$ cat src/rtl/prefix_adder_pkg.sv
// prefix_adder_pkg: shared types and tree-shape helpers for prefix_adder_pipe.
// The (G,P) pair type, the black-cell operator, and the functions that size the
// prefix tree (number of levels and the level after which the optional
// mid-tree register sits).
package prefix_adder_pkg;

  localparam int DEFAULT_WIDTH = 32;

  typedef struct packed {
    logic g;
    logic p;
  } pg_t;

  // Number of prefix levels for a power-of-two operand width.
  function automatic int levels_f(input int width);
    return $clog2(width);
  endfunction

  // Level boundary where the optional mid-tree register is inserted.
  function automatic int mid_level_f(input int width);
    return levels_f(width) / 2;
  endfunction

  // Black cell: (G,P)hi o (G,P)lo.
  function automatic pg_t pg_combine(input pg_t hi, input pg_t lo);
    pg_t res;
    res.g = hi.g | (hi.p & lo.g);
    res.p = hi.p & lo.p;
    return res;
  endfunction

endpackage

$ cat src/rtl/prefix_adder_pipe_prefix_cell.sv
// prefix_cell: combinational black cell of the parallel-prefix tree.
// Combines the higher-order group (hi) with the adjacent lower group (lo).
module prefix_cell
  import prefix_adder_pkg::*;
(
  input  logic i_g_hi,
  input  logic i_p_hi,
  input  logic i_g_lo,
  input  logic i_p_lo,
  output logic o_g,
  output logic o_p
);

  pg_t w_hi;
  pg_t w_lo;
  pg_t w_res;

  // Pack the operands and apply the prefix operator.
  always_comb begin
    w_hi.g = i_g_hi;
    w_hi.p = i_p_hi;
    w_lo.g = i_g_lo;
    w_lo.p = i_p_lo;
    w_res  = pg_combine(w_hi, w_lo);
  end

  assign o_g = w_res.g;
  assign o_p = w_res.p;

endmodule

$ cat src/rtl/prefix_adder_pipe.sv
// prefix_adder_pipe: pipelined Kogge-Stone parallel-prefix adder/subtractor
// with valid/ready handshake and signed-overflow flag.
//   S1 : bitwise PG with carry-in folded into bit 0 (registered)
//   S2 : log2(WIDTH)-level prefix tree, carries, sum XOR (registered)
// Optional build macro PREFIX_ADDER_MID_REG_EN adds a register (S2a) in the
// middle of the prefix tree; latency goes from 2 to 3, results are identical.
module prefix_adder_pipe
  import prefix_adder_pkg::*;
#(
  parameter int WIDTH = DEFAULT_WIDTH
)(
  input  logic             clk,
  input  logic             rst,
  input  logic             in_valid,
  output logic             in_ready,
  input  logic [WIDTH-1:0] a,
  input  logic [WIDTH-1:0] b,
  input  logic             cin,
  input  logic             sub,
  output logic             out_valid,
  input  logic             out_ready,
  output logic [WIDTH-1:0] sum,
  output logic             cout,
  output logic             ovf
);

  localparam int L_LEVELS = levels_f(WIDTH);
  localparam int L_MID    = mid_level_f(WIDTH);

  // ---------------------------------------------------------------- S1
  logic [WIDTH-1:0] w_bb;
  logic [WIDTH-1:0] w_p0;
  logic [WIDTH-1:0] w_g0;
  logic             w_c0;

  logic             r_v1;
  logic [WIDTH-1:0] r_p1;
  logic [WIDTH-1:0] r_g1;
  logic             r_c01;

  logic             w_rdy1;
  logic             w_rdy2;

  // Bitwise propagate/generate; the carry-in becomes part of bit-0 generate
  // so the tree needs no separate carry-in input.
  always_comb begin
    w_bb    = b ^ {WIDTH{sub}};
    w_c0    = sub | cin;
    w_p0    = a ^ w_bb;
    w_g0    = a & w_bb;
    w_g0[0] = w_g0[0] | (w_p0[0] & w_c0);
  end

  // S1 register: load a new beat whenever the stage can hand its content on.
  always_ff @(posedge clk) begin
    if (rst) begin
      r_v1  <= 1'b0;
      r_p1  <= '0;
      r_g1  <= '0;
      r_c01 <= 1'b0;
    end else if (w_rdy1) begin
      r_v1 <= in_valid;
      if (in_valid) begin
        r_p1  <= w_p0;
        r_g1  <= w_g0;
        r_c01 <= w_c0;
      end
    end
  end

  // ---------------------------------------------------------- prefix tree
  // Signals presented to the levels at and above L_MID: either straight from
  // the lower half of the tree or from the mid register.
  logic [WIDTH-1:0] w_g_tap;
  logic [WIDTH-1:0] w_p_tap;
  logic [WIDTH-1:0] w_g_mid;
  logic [WIDTH-1:0] w_p_mid;
  logic [WIDTH-1:0] w_pbit_s2;
  logic             w_c0_s2;
  logic             w_v_s2;

  for (genvar k = 0; k < L_LEVELS; k++) begin : g_lvl
    localparam int D = 1 << k;
    logic [WIDTH-1:0] w_g_in;
    logic [WIDTH-1:0] w_p_in;
    logic [WIDTH-1:0] w_g_out;
    logic [WIDTH-1:0] w_p_out;

    if (k == L_MID) begin : g_src_mid
      assign w_g_in = w_g_mid;
      assign w_p_in = w_p_mid;
    end else if (k == 0) begin : g_src_s1
      assign w_g_in = r_g1;
      assign w_p_in = r_p1;
    end else begin : g_src_prev
      assign w_g_in = g_lvl[k-1].w_g_out;
      assign w_p_in = g_lvl[k-1].w_p_out;
    end

    for (genvar i = 0; i < WIDTH; i++) begin : g_bit
      if (i >= D) begin : g_cell
        prefix_cell u_cell (
          .i_g_hi (w_g_in[i]),
          .i_p_hi (w_p_in[i]),
          .i_g_lo (w_g_in[i-D]),
          .i_p_lo (w_p_in[i-D]),
          .o_g    (w_g_out[i]),
          .o_p    (w_p_out[i])
        );
      end else begin : g_pass
        assign w_g_out[i] = w_g_in[i];
        assign w_p_out[i] = w_p_in[i];
      end
    end
  end

  if (L_MID == 0) begin : g_tap_s1
    assign w_g_tap = r_g1;
    assign w_p_tap = r_p1;
  end else begin : g_tap_tree
    assign w_g_tap = g_lvl[L_MID-1].w_g_out;
    assign w_p_tap = g_lvl[L_MID-1].w_p_out;
  end

`ifdef PREFIX_ADDER_MID_REG_EN
  logic             r_vm;
  logic [WIDTH-1:0] r_gm;
  logic [WIDTH-1:0] r_pm;
  logic [WIDTH-1:0] r_pbm;
  logic             r_c0m;
  logic             w_rdym;

  assign w_rdym = !r_vm | w_rdy2;
  assign w_rdy1 = !r_v1 | w_rdym;

  // S2a register: partial group G/P plus the bitwise p and c0 the sum needs.
  always_ff @(posedge clk) begin
    if (rst) begin
      r_vm  <= 1'b0;
      r_gm  <= '0;
      r_pm  <= '0;
      r_pbm <= '0;
      r_c0m <= 1'b0;
    end else if (w_rdym) begin
      r_vm <= r_v1;
      if (r_v1) begin
        r_gm  <= w_g_tap;
        r_pm  <= w_p_tap;
        r_pbm <= r_p1;
        r_c0m <= r_c01;
      end
    end
  end

  assign w_g_mid   = r_gm;
  assign w_p_mid   = r_pm;
  assign w_pbit_s2 = r_pbm;
  assign w_c0_s2   = r_c0m;
  assign w_v_s2    = r_vm;
`else
  assign w_rdy1    = !r_v1 | w_rdy2;
  assign w_g_mid   = w_g_tap;
  assign w_p_mid   = w_p_tap;
  assign w_pbit_s2 = r_p1;
  assign w_c0_s2   = r_c01;
  assign w_v_s2    = r_v1;
`endif

  // ---------------------------------------------------------------- S2
  logic [WIDTH-1:0] w_gfin;
  logic [WIDTH-1:0] w_carry;
  logic [WIDTH-1:0] w_sum;
  logic             w_unused_pfin;

  assign w_gfin  = g_lvl[L_LEVELS-1].w_g_out;
  assign w_carry = {w_gfin[WIDTH-2:0], w_c0_s2};
  assign w_sum   = w_pbit_s2 ^ w_carry;

  // Group propagate out of the last level has no consumer.
  assign w_unused_pfin = ^g_lvl[L_LEVELS-1].w_p_out;

  logic             r_v2;
  logic [WIDTH-1:0] r_sum;
  logic             r_cout;
  logic             r_ovf;

  assign w_rdy2 = !r_v2 | out_ready;

  // Result register; held while the consumer stalls.
  always_ff @(posedge clk) begin
    if (rst) begin
      r_v2   <= 1'b0;
      r_sum  <= '0;
      r_cout <= 1'b0;
      r_ovf  <= 1'b0;
    end else if (w_rdy2) begin
      r_v2 <= w_v_s2;
      if (w_v_s2) begin
        r_sum  <= w_sum;
        r_cout <= w_gfin[WIDTH-1];
        r_ovf  <= w_gfin[WIDTH-1] ^ w_gfin[WIDTH-2];
      end
    end
  end

  assign in_ready  = w_rdy1 & !rst;
  assign out_valid = r_v2;
  assign sum       = r_sum;
  assign cout      = r_cout;
  assign ovf       = r_ovf;

endmodule

$ cat config.mk
export PLATFORM = sky130hd
export DESIGN_NAME = prefix_adder_pipe
export DESIGN_NICKNAME = d
export VERILOG_FILES = /design/src/rtl/prefix_adder_pkg.sv /design/src/rtl/prefix_adder_pipe_prefix_cell.sv /design/src/rtl/prefix_adder_pipe.sv
export SDC_FILE = /design/constraint.sdc
export NUM_CORES = 1
export LEC_CHECK = 0
export BUFFER_PORTS_ARGS = -buffer_cell sky130_fd_sc_hd__buf_2
export CAP_MARGIN = 20
export CORE_UTILIZATION = 50
export DETAILED_ROUTE_END_ITERATION = 12
export PLACE_DENSITY_LB_ADDON = 0.3
export SLEW_MARGIN = 40
export SYNTH_ARGS = -nofsm -noshare
export SYNTH_HDL_FRONTEND = slang
export SYNTH_SLANG_ARGS = --single-unit
$ cat constraint.sdc
create_clock -name clk -period 6 [get_ports clk]
set_input_delay 0.3 -clock clk [delete_from_list [all_inputs] [get_ports clk]]
set_output_delay 0.3 -clock clk [all_outputs]
set_load 0.03 [all_outputs]
==> flow_metrics.env <==
export IMPL_outcome="complete, no violations"
export IMPL_hold_buffers=0
export IMPL_required_ns=6.29
export IMPL_crit_end="ovf$_SDFFE_PP0P_"
export IMPL_synth_ff_type="dfxtp_1"
export IMPL_finalSetupViolCount=0
export IMPL_fp_dieH_um=107
export IMPL_synth_seq_cells=101
export IMPL_syn_avg_cell_area_sq_um=7.69
export IMPL_avgViaCountPerCell=5.47
export IMPL_crit_fanout=4
export IMPL_crit_buf_inv=0
export IMPL_slowest_delay_ns=0.34
export IMPL_crit_cells=9
export IMPL_yosys_area_share_simple_pct=21.9
export IMPL_finish_utilization_pct=59.4
export IMPL_tightest_slew_ns=0.711
export IMPL_seq_area_frac_synth_pct=36.7
export IMPL_min_period_over_period_pct=38.6
export IMPL_critPathKind="reg2reg"
export IMPL_hold_violations=0
export IMPL_cp_slowest_cell="dfxtp_1"
export IMPL_multiInputGateArea_sq_um=3280
export IMPL_timing_fmax_mhz=432
export IMPL_clock_sinks=101
export IMPL_cap_violations=0
export IMPL_diodes=0
export IMPL_fin_tns_setup_ns=0
export IMPL_cts_setup_buffers=0
export IMPL_sw_frac_of_total_pct=30.7
export IMPL_ff2ff_path_depth=9
export IMPL_dr_first_iter_drc_count=245
export IMPL_fin_crit_ns=2.31
export IMPL_syn2layout_area_growth_pct=13.3
export IMPL_synth_area_sq_um=5510
export IMPL_grt_pass1_wl_um=21500
export IMPL_crit_path_start_kind="flop"
export IMPL_cts_max_path_buffers=2
export IMPL_syn_inst=716
export IMPL_cp_startpoint="g_lvl[0].w_g_in[0]$_SDFFE_PP0P_"
export IMPL_clk_latency_ns=0.37
export IMPL_crit_arrival_ns=2.60
export IMPL_synth_xor_area_share_pct=7.95
export IMPL_wirelength_um=13100
export IMPL_layout_drive_gt1_share_pct=17.0
export IMPL_cts_buffers=9
export IMPL_syn_nets=819
export IMPL_grt_antenna_before_repair=0
export IMPL_hp_class="in2reg"
export IMPL_drt_pass1_iter_count=5
export IMPL_dp_hpwl_um=9070
export IMPL_io_buffer_count=105
export IMPL_synth_top_family_by_area="simple AND/OR/NAND/NOR gates"
export IMPL_drcViolationCount=0
export IMPL_nets=892
export IMPL_coreArea_sq_um=10500
export IMPL_seqCellArea_sq_um=2020
export IMPL_fin_skew_ns=0.0102
export IMPL_start_util_pct=52.4
export IMPL_grt_met3_usage_pct=4.74
export IMPL_slew_violations=0
export IMPL_grt_max_degree=71
export IMPL_root_buffer="clkbuf_8"
export IMPL_p_int_mw=0.992
export IMPL_grt_use_met2_pct=38.2
export IMPL_power_leakage_nw=2.71
export IMPL_rsz0062_at_grt="false"
export IMPL_cp_end_kind="flop"
export IMPL_rows=37
export IMPL_synth_area_mux_share_pct=0.182
export IMPL_crit_path_cell_trace="ha_1 > o211ai_1 > a21oi_1 > o211a_1 > o21ai_0 > and2_1 > o211ai_2 > o2111a_1 > a211oi_2"
export IMPL_power_switching_mw=0.440
export IMPL_reg2reg_to="ovf$_SDFFE_PP0P_"
export IMPL_seqPwrFrac_pct=53.2
export IMPL_vias=5087
export IMPL_powerDensity_nw_per_um2=229
export IMPL_max_slew_margin_pct=52.6
export IMPL_cts_tree="built"
export IMPL_wire_per_inst_um=14.0
export IMPL_grt_use_met1_pct=31.4
export IMPL_first_global_vias=4540
export IMPL_synth_edf_count=0
export IMPL_yosysWarnings=0
export IMPL_cts_resized=0
export IMPL_ant_nets=0
export IMPL_die_area_sq_um=11400
export IMPL_grt_use_total_pct=23.3
export IMPL_power_frac_comb_pct=17.8
export IMPL_async_flop_share_pct=0
export IMPL_synth_cell_type_count=53
export IMPL_setup_ws_ns=3.69
export IMPL_pwr_share_clk_pct=29.0
export IMPL_synth_compound_area_share_pct=21.8
export IMPL_htree_levels=3
export IMPL_pin_count=106
export IMPL_path_clk_slew_ns=0.10
export IMPL_grt_overflow=0
export IMPL_fillerInstances=954
export IMPL_gr_max_usage_layer="met2"
export IMPL_r2r_start="g_lvl[0].w_g_in[0]$_SDFFE_PP0P_"
export IMPL_r2r_setup_slack_ns=3.69
export IMPL_synth_fa_ha_area_share_pct=7.50
export IMPL_routabilityCongestion=0.870
export IMPL_die_width_um=107
export IMPL_ir_worst_vdd_v=0.000111
export IMPL_crit_family="compound AO/OA/AOI/OAI gates"
export IMPL_pre_cts_ws_ns=3.76
==> power by group through the flow <==
stage          Sequential (mW)  Combinational, mW  Clock [mW]
6_report                 0.761              0.255       0.415
4_1_cts                  0.760              0.257       0.418
5_1_grt                  0.769              0.289       0.454
3_3_place_gp             0.773              0.249           0
2_1_floorplan            0.775              0.177           0
3_5_place_dp             0.775              0.255           0
==> metal layers <==
layer | vias to the layer above | part of all wire (%)
met5 | - | 0
met4 | 0 | 1.2
met3 | 14 | 4.9
met2 | 151 | 47
met1 | 2320 | 47
li1 | 2602 | -
==> cells in the final DEF, fill, tap and decap left out, types with 2 or more instances in the layout <==
cell,Yosys,layout
a211o_1,2,2
a211oi_1,3,3
a21o_1,10,10
a21oi_1,115,115
and2_1,5,4
and3_1,4,4
buf_2,2,104
buf_4,0,5
clkbuf_8,0,11
clkinv_4,0,2
dfxtp_1,101,101
ha_1,33,33
inv_1,6,6
nand2_1,188,187
nand2b_1,2,2
nand3_1,11,11
nand3b_1,4,4
nand4_1,5,5
nor2_1,24,24
nor2b_1,5,4
nor3_1,12,12
nor3b_1,3,3
nor4b_1,2,2
o211a_1,4,4
o211ai_1,6,6
o211ai_2,2,2
o21a_1,15,15
o21ai_0,16,16
o21ai_1,9,9
o21bai_1,3,3
o31ai_1,3,3
or3_1,7,7
xnor2_1,13,13
xor2_1,37,37
==> state kept, by name, indices dropped and copies added, names as in the netlist <==
name,cells
r_v1,1
out_valid,1
ovf,1
cout,1
r_c01,1
g_lvl.w_p_in,32
sum,32
g_lvl.w_g_in,32
==> layout make-up <==
class / instances / area share, %
inverters: 6 / 0.361
clock buffers: 12 / 2.49
well taps: 136 / 2.73
repair buffers: 109 / 8.95
flip-flops and latches: 101 / 32.4
clock inverters: 4 / 0.502
multi-input cells: 562 / 52.6
==> metrics by stage <==
step	hold slack (ns)	cells	cell area (sq um)	total power, mW
floorplan	0.417	716	5510	0.952
global placement	0.436	914	6040	1.02
detailed placement	0.445	914	6050	1.03
CTS	0.214	930	6240	1.43
global route	0.239	930	6240	1.51
finish	0.221	930	6240	1.43
==> tightest hold or removal path: stages <==
cell     delay (ns)
buf_2          0.13
a21oi_1        0.05
nor2_1         0.08
==> how the worst min path moves through the flow <==
stage                               from              endpoint  slack [ns]  cells after the start
global placement    sum[17]$_SDFFE_PP0P_  sum[17]$_SDFFE_PP0P_        0.44                      2
global route                    in_valid     r_v1$_SDFFE_PP0N_        0.24                      3
CTS                             in_valid     r_v1$_SDFFE_PP0N_        0.21                      3
finish                          in_valid     r_v1$_SDFFE_PP0N_        0.22                      3
detailed placement  sum[22]$_SDFFE_PP0P_  sum[22]$_SDFFE_PP0P_        0.44                      2
floorplan                       in_valid     r_v1$_SDFFE_PP0N_        0.42                      2
==> synth_stat cells, types with 2 or more instances <==
| library cell | count | share of area (%) |
|---|---|---|
| nand3b_1 | 4 | 0.55 |
| buf_2 | 2 | 0.18 |
| a211o_1 | 2 | 0.32 |
| nand4_1 | 5 | 0.57 |
| buf_1 | 3 | 0.20 |
| o211a_1 | 4 | 0.73 |
| or3_1 | 7 | 0.80 |
| clkbuf_1 | 40 | 2.7 |
| o21ai_1 | 9 | 0.82 |
| xor2_1 | 37 | 5.9 |
| o21ai_0 | 16 | 1.5 |
| nor2_1 | 24 | 1.6 |
| buf_6 | 2 | 0.41 |
| a21o_1 | 10 | 1.4 |
| and2_1 | 5 | 0.57 |
| dfxtp_1 | 101 | 37 |
| a211oi_1 | 3 | 0.41 |
| inv_1 | 6 | 0.41 |
| ha_1 | 33 | 7.5 |
| xnor2_1 | 13 | 2.1 |
| nand3_1 | 11 | 1.0 |
| and3_1 | 4 | 0.45 |
| o21bai_1 | 3 | 0.41 |
| nand2_1 | 188 | 13 |
| a21oi_1 | 115 | 10 |
| nand2b_1 | 2 | 0.23 |
| o31ai_1 | 3 | 0.41 |
| o211ai_1 | 6 | 0.82 |
| nor4b_1 | 2 | 0.32 |
| nor2b_1 | 5 | 0.57 |
| o21a_1 | 15 | 2.0 |
| nor3b_1 | 3 | 0.41 |
| nor3_1 | 12 | 1.1 |
| o211ai_2 | 2 | 0.45 |
==> cell families after synthesis <==
kind of cell / count (synthesis)
AND/OR/NAND/NOR: 278
AO/OA/AOI/OAI: 200
flip-flops: 101
buffers and inverters: 53
XOR/XNOR: 50
adder cells (fa/ha/maj): 33
multiplexers: 1
(Power assumes the default switching activity.)
